<file path="src/rtl/alu_cmp_pkg.sv">
`default_nettype none
// ============================================================================
// Module      : alu_cmp_pkg
// Description : Shared types and constants for the serial magnitude
//               comparator: FSM state enum, one-hot result encoding
//               {equal, greater, lesser} and the digit-count helper.
// Revision    : 1.0 - initial release
// ============================================================================
package alu_cmp_pkg;

    typedef enum logic [1:0] {
        IDLE = 2'd0,
        RUN  = 2'd1,
        DONE = 2'd2
    } cmp_state_t;

    // Result encoding, bit order {equal, greater, lesser}
    localparam logic [2:0] c_EQ = 3'b100;
    localparam logic [2:0] c_GT = 3'b010;
    localparam logic [2:0] c_LT = 3'b001;

    // Number of DIGIT-bit digits in a WIDTH-bit operand
    function automatic int num_digits(input int width, input int digit);
        return width / digit;
    endfunction

endpackage : alu_cmp_pkg
`default_nettype wire

</file>
<file path="src/rtl/digit_compare.sv">
`default_nettype none
// ============================================================================
// Module      : digit_compare
// Description : Combinational DIGIT-bit magnitude compare. With sign_flip
//               set, the MSB of both digits is inverted first, which turns
//               an unsigned compare into a two's-complement compare of the
//               top digit.
// Ports       : a, b      - digits to compare
//               sign_flip - invert MSB of both digits before comparing
//               gt/lt/eq  - a > b, a < b, a == b (after optional flip)
// Revision    : 1.0 - initial release
// ============================================================================
module digit_compare #(
    parameter int DIGIT = 4
) (
    input  logic [DIGIT-1:0] a,
    input  logic [DIGIT-1:0] b,
    input  logic             sign_flip,
    output logic             gt,
    output logic             lt,
    output logic             eq
);

    logic [DIGIT-1:0] w_flip;
    logic [DIGIT-1:0] w_a;
    logic [DIGIT-1:0] w_b;

    assign w_flip = DIGIT'(sign_flip) << (DIGIT - 1);
    assign w_a    = a ^ w_flip;
    assign w_b    = b ^ w_flip;

    assign gt = (w_a > w_b);
    assign lt = (w_a < w_b);
    assign eq = (w_a == w_b);

endmodule : digit_compare
`default_nettype wire

</file>
<file path="src/rtl/serial_comparator.sv">
`default_nettype none
// ============================================================================
// Module      : serial_comparator
// Description : Multi-cycle WIDTH-bit magnitude comparator. Compares DIGIT
//               bits per cycle, MSB digit first, and stops on the first
//               differing digit. Unsigned or two's-complement compare,
//               valid/ready handshake on both sides.
// Ports       : clk, rst            - clock, async active-high reset
//               in_valid / in_ready - operand handshake (A, B, signed_mode)
//               out_valid/out_ready - result handshake
//               equal/greater/lesser- result flags, held until next result
//               busy                - compare in progress
// Revision    : 1.0 - initial release
// ============================================================================
module serial_comparator
    import alu_cmp_pkg::*;
#(
    parameter int WIDTH = 16,
    parameter int DIGIT = 4
) (
    input  logic             clk,
    input  logic             rst,
    input  logic             in_valid,
    output logic             in_ready,
    input  logic [WIDTH-1:0] A,
    input  logic [WIDTH-1:0] B,
    input  logic             signed_mode,
    output logic             out_valid,
    input  logic             out_ready,
    output logic             equal,
    output logic             greater,
    output logic             lesser,
    output logic             busy
);

    localparam int              NDIG   = num_digits(WIDTH, DIGIT);
    localparam int              IDXW   = (NDIG > 1) ? $clog2(NDIG) : 1;
    localparam logic [IDXW-1:0] c_LAST = IDXW'(NDIG - 1);

    cmp_state_t       r_state;
    cmp_state_t       w_next;
    logic [WIDTH-1:0] r_a;
    logic [WIDTH-1:0] r_b;
    logic             r_signed;
    logic [IDXW-1:0]  r_idx;
    logic             r_equal;
    logic             r_greater;
    logic             r_lesser;

    logic             w_accept;
    logic             w_last;
    logic             w_finish;
    logic             w_gt;
    logic             w_lt;
    logic             w_eq;

    // The operand registers shift left one digit per RUN cycle, so the digit
    // under test (NDIG-1-idx of the latched operands) always sits at the top.
    // Only the first digit carries the sign bit.
    digit_compare #(
        .DIGIT (DIGIT)
    ) u_digit_compare (
        .a         (r_a[WIDTH-1 -: DIGIT]),
        .b         (r_b[WIDTH-1 -: DIGIT]),
        .sign_flip (r_signed && (r_idx == '0)),
        .gt        (w_gt),
        .lt        (w_lt),
        .eq        (w_eq)
    );

    assign w_accept = in_valid && (r_state == IDLE);
    assign w_last   = (r_idx == c_LAST);
    assign w_finish = (r_state == RUN) && (!w_eq || w_last);

    // State register
    always_ff @(posedge clk or posedge rst) begin
        if (rst) begin
            r_state <= IDLE;
        end else begin
            r_state <= w_next;
        end
    end

    // Next-state logic
    always_comb begin
        w_next = r_state;
        case (r_state)
            IDLE:    if (w_accept)  w_next = RUN;
            RUN:     if (w_finish)  w_next = DONE;
            DONE:    if (out_ready) w_next = IDLE;
            default:                w_next = IDLE;
        endcase
    end

    // Operand shift registers, digit index and result flags
    always_ff @(posedge clk or posedge rst) begin
        if (rst) begin
            r_a       <= '0;
            r_b       <= '0;
            r_signed  <= 1'b0;
            r_idx     <= '0;
            r_equal   <= 1'b0;
            r_greater <= 1'b0;
            r_lesser  <= 1'b0;
        end else begin
            if (w_accept) begin
                r_a      <= A;
                r_b      <= B;
                r_signed <= signed_mode;
                r_idx    <= '0;
            end else if ((r_state == RUN) && !w_finish) begin
                r_a   <= r_a << DIGIT;
                r_b   <= r_b << DIGIT;
                r_idx <= r_idx + 1'b1;
            end

            if (w_finish) begin
                if (w_eq) begin
                    {r_equal, r_greater, r_lesser} <= c_EQ;
                end else if (w_gt) begin
                    {r_equal, r_greater, r_lesser} <= c_GT;
                end else begin
                    {r_equal, r_greater, r_lesser} <= c_LT;
                end
            end
        end
    end

    assign in_ready  = (r_state == IDLE);
    assign busy      = (r_state == RUN);
    assign out_valid = (r_state == DONE);
    assign equal     = r_equal;
    assign greater   = r_greater;
    assign lesser    = r_lesser;

endmodule : serial_comparator
`default_nettype wire
</file>
<file path="config.mk">
export PLATFORM = sky130hd
export DESIGN_NAME = serial_comparator
export DESIGN_NICKNAME = d
export VERILOG_FILES = /design/src/rtl/alu_cmp_pkg.sv /design/src/rtl/digit_compare.sv /design/src/rtl/serial_comparator.sv
export SDC_FILE = /design/constraint.sdc
export NUM_CORES = 1
export LEC_CHECK = 0
export CAP_MARGIN = 40
export CORE_MARGIN = 5
export CORE_UTILIZATION = 52
export CTS_BUF_LIST = sky130_fd_sc_hd__clkbuf_8
export DETAILED_ROUTE_END_ITERATION = 12
export PLACE_DENSITY = 0.89
export SYNTH_ARGS = -nofsm -noshare
export SYNTH_HDL_FRONTEND = slang
export SYNTH_SLANG_ARGS = --single-unit
</file>
<file path="constraint.sdc">
create_clock -name clk -period 2.2 [get_ports clk]
set_clock_uncertainty 0.1 [all_clocks]
set_input_delay 0.33 -clock clk [delete_from_list [all_inputs] [get_ports clk]]
set_output_delay 0.33 -clock clk [all_outputs]
set_load 0.005 [all_outputs]
</file>
==> flow_summary.json <==
{
  "postSynthAreaPerCell_um2": 10.7,
  "status": "finished clean",
  "gp_congestion": 0.775,
  "cp-start-kind": "flop",
  "synth_xor_area_frac": 0.0129,
  "yosys-top-cells-area": "dfrtp_1, nand2_1, a221o_1, mux2i_1, o21ai_0",
  "finalCritPeriodShare": 0.974,
  "clk_pin_slew_ns": 0.08,
  "dp_hpwl_um": 2660,
  "syn_inst": 181,
  "hold_path.class": "in -> async",
  "overflow": 0,
  "total_power_mw": 3.18,
  "max_slew_margin": 0.667,
  "n_fill_cell": 267,
  "wl_per_cell_um": 14.8,
  "pre_cts_slack_ns": 0.125,
  "area_growth_syn_to_layout_pct": 30.6,
  "dr.pass1.iters": 4,
  "initial_core_util": 0.533,
  "drc_errors": 0,
  "whs_ns": 0.345,
  "p_leak_nw": 1.07,
  "clk_path_buf_depth": 2,
  "fp.dieH_um": 71.1,
  "place.port_buffers": 42,
  "ys_seq_area_frac": 0.516,
  "grt_pass1_wl_um": 6600,
  "rows": 22,
  "clock-root-buffer": "clkbuf_8",
  "io_pins": 43,
  "htreeDepth": 2,
  "synth-compound-area-share": 0.143,
  "placed_area_mm2": 0.00238,
  "power_frac_seq": 0.407,
  "cts_hold_repair.buffers": 0,
  "yosys.area_share.simple": 0.175,
  "syn_area_mm2": 0.00194,
  "wl_um": 4020,
  "ys_ff_latch": 40,
  "synth_top_family_by_area": "simple AND/OR/NAND/NOR gates",
  "grt_pass1_vias": 1462,
  "synth_top_area_frac": 0.516,
  "nets": 265,
  "numCtsBuffers": 5,
  "drv_cap": 0,
  "dr_total_vias": 1478,
  "path_class": "reg -> reg",
  "synth_edf_count": 0,
  "drv_slew": 0,
  "worst_slew_pin_slew_ns": 0.496,
  "p_int_mw": 2.09,
  "synth_cell_types": 30,
  "clockPowerShare": 0.197,
  "synth_mux_area_frac": 0.0620,
  "grt_max_degree": 61,
  "comb_power_share": 0.396,
  "synthAdderAreaFrac": 0.0323,
  "place_inst": 262,
  "ys.flop_type": "dfrtp_1",
  "tritoncts": "built",
  "n_antenna_cell": 0,
  "die_w_um": 71.1,
  "finalSetupViolCount": 0,
  "cp.arrival_ns": 2.22,
  "postRouteAntennaNets": 0,
  "cp-end-kind": "flop",
  "max_clock_freq_mhz": 467,
  "post-synth-top-area-cell": "dfrtp_1",
  "cp.required_ns": 2.28,
  "setup_slack_ns": 0.0580,
  "postLayoutCellArea_mm2": 0.00253,
  "switching_share": 0.343,
  "antenna_found_initial": 0,
  "period_minus_slack_ns": 2.14,
  "core_area_mm2": 0.00363,
  "final_cells": 272,
  "crit_fanout": 24,
  "hold_viol_final": 0,
  "viasPerCell": 5.43,
  "syn_nets": 223,
  "grt_usage": 0.170,
  "p_switching_mw": 1.09,
  "cts.sinks": 40,
  "dieArea_mm2": 0.00505,
  "synth-async-reset-ratio": 1.00,
  "layout-drive-gt1-share": 0.0848,
  "ir_drop_mv": 0.900,
  "finish.utilization": 0.697,
  "clock_latency_ns": 0.29,
  "ys_warn_count": 0,
  "fin_setup_tns_ns": 0,
  "drtIter0Drc": 139,
  "powerDensity_mw_per_mm2": 1260
}
-- final cells by class --
type / count / area, µm² / area share
clock buffer: 6 / 82.6 / 0.0326
clock inverter: 2 / 38.8 / 0.0153
inverter: 6 / 22.5 / 0.00890
multi-input combinational: 123 / 831 / 0.328
sequential: 40 / 1000 / 0.395
tap: 48 / 60.1 / 0.0237
timing repair buffer: 47 / 495 / 0.196
-- worst paths after layout --
path                                        to                 from  slack, ns  cells after the start
max reg2reg                r_a[13]$_DFFE_PP0P_  r_a[14]$_DFFE_PP0P_       0.06                      7
min in group clk            r_a[9]$_DFFE_PP0P_   r_a[5]$_DFFE_PP0P_       0.40                      1
max                        r_a[13]$_DFFE_PP0P_  r_a[14]$_DFFE_PP0P_       0.06                      7
max in group asynchronous   r_b[3]$_DFFE_PP0P_                  rst       1.31                      3
min reg2reg                 r_a[9]$_DFFE_PP0P_   r_a[5]$_DFFE_PP0P_       0.40                      1
min                          equal$_DFFE_PP0P_                  rst       0.34                      3
-- per-layer routing --
metal | track usage | vias to the layer above | part of all wire
li1 | - | 719 | -
met1 | 0.219 | 703 | 0.45
met2 | 0.252 | 46 | 0.46
met3 | 0.0540 | 10 | 0.056
met4 | 0.0939 | 0 | 0.032
met5 | 0 | - | 0
-- power by group through the flow --
stage | Sequential [mW] | Clock [mW] | Combinational (mW)
after floorplan | 1.24 | 0 | 0.897
after global placement | 1.29 | 0 | 1.16
after detailed placement | 1.31 | 0 | 1.21
after CTS | 1.29 | 0.638 | 1.23
after global routing | 1.34 | 0.674 | 1.42
final | 1.29 | 0.627 | 1.26
-- logic make-up after synthesis --
group                      after synthesis
and+or+nand+nor                         64
AOI/OAI and AO/OA                       40
xor gates and xnor gates                 2
DFF                                     40
buffers and inverters                   18
adders and majority gates                5
muxes                                   12
-- Yosys cell counts (2+ instances only) --
cell type / instances
a221o_1: 13
a21oi_1: 2
dfrtp_1: 40
nor2_1: 4
clkbuf_1: 4
buf_6: 4
o21ai_0: 21
nand3_1: 2
nand2_1: 35
buf_2: 3
and2_1: 2
nor3b_1: 13
inv_1: 6
ha_1: 5
mux2i_1: 12
-- what timing repair did --
item | 4_1_cts | 5_1_grt
resized for setup | 0 | 3
setup endpoints to repair | 0 | 2
setup buffers | 0 | 1
endpoints found under the hold margin | 0 | 0
-- placed cells by master (no fill, tap or decap) --
master	instances
nor4b_4	1
or2_2	1
dfrtp_1	40
o21ai_0	21
nand2_1	35
a22o_1	1
mux2i_1	12
clkbuf_16	1
nor3b_1	13
nand3_1	1
and2_1	1
a221o_1	13
nand4b_1	1
and2_2	1
a21oi_1	2
xor2_2	1
nand3_2	1
nor2_2	1
buf_12	1
buf_8	1
o21a_1	1
clkinv_4	1
ha_1	5
nor2_1	4
nand2b_1	1
buf_4	2
o221ai_1	1
inv_1	6
xnor2_1	1
nor2b_1	1
clkbuf_8	6
clkdlybuf4s50_1	42
nand3b_1	1
bufinv_16	1
and2b_1	1
o31ai_1	1
-- sequential cells by signal, indices dropped and copies added (netlist names) --
signal / count
greater: 1
r_signed: 1
r_state: 2
lesser: 1
equal: 1
r_b: 16
r_idx: 2
r_a: 16
-- worst max-delay path, cell delays in order, from the launching register on --
cell and delay, ns:
dfrtp_1 0.41, ha_1 0.36, nand3_2 0.15, nor4b_4 0.36
buf_4 0.19, buf_8 0.18, mux2i_1 0.19, o21ai_0 0.08
(Power assumes the default switching activity.)
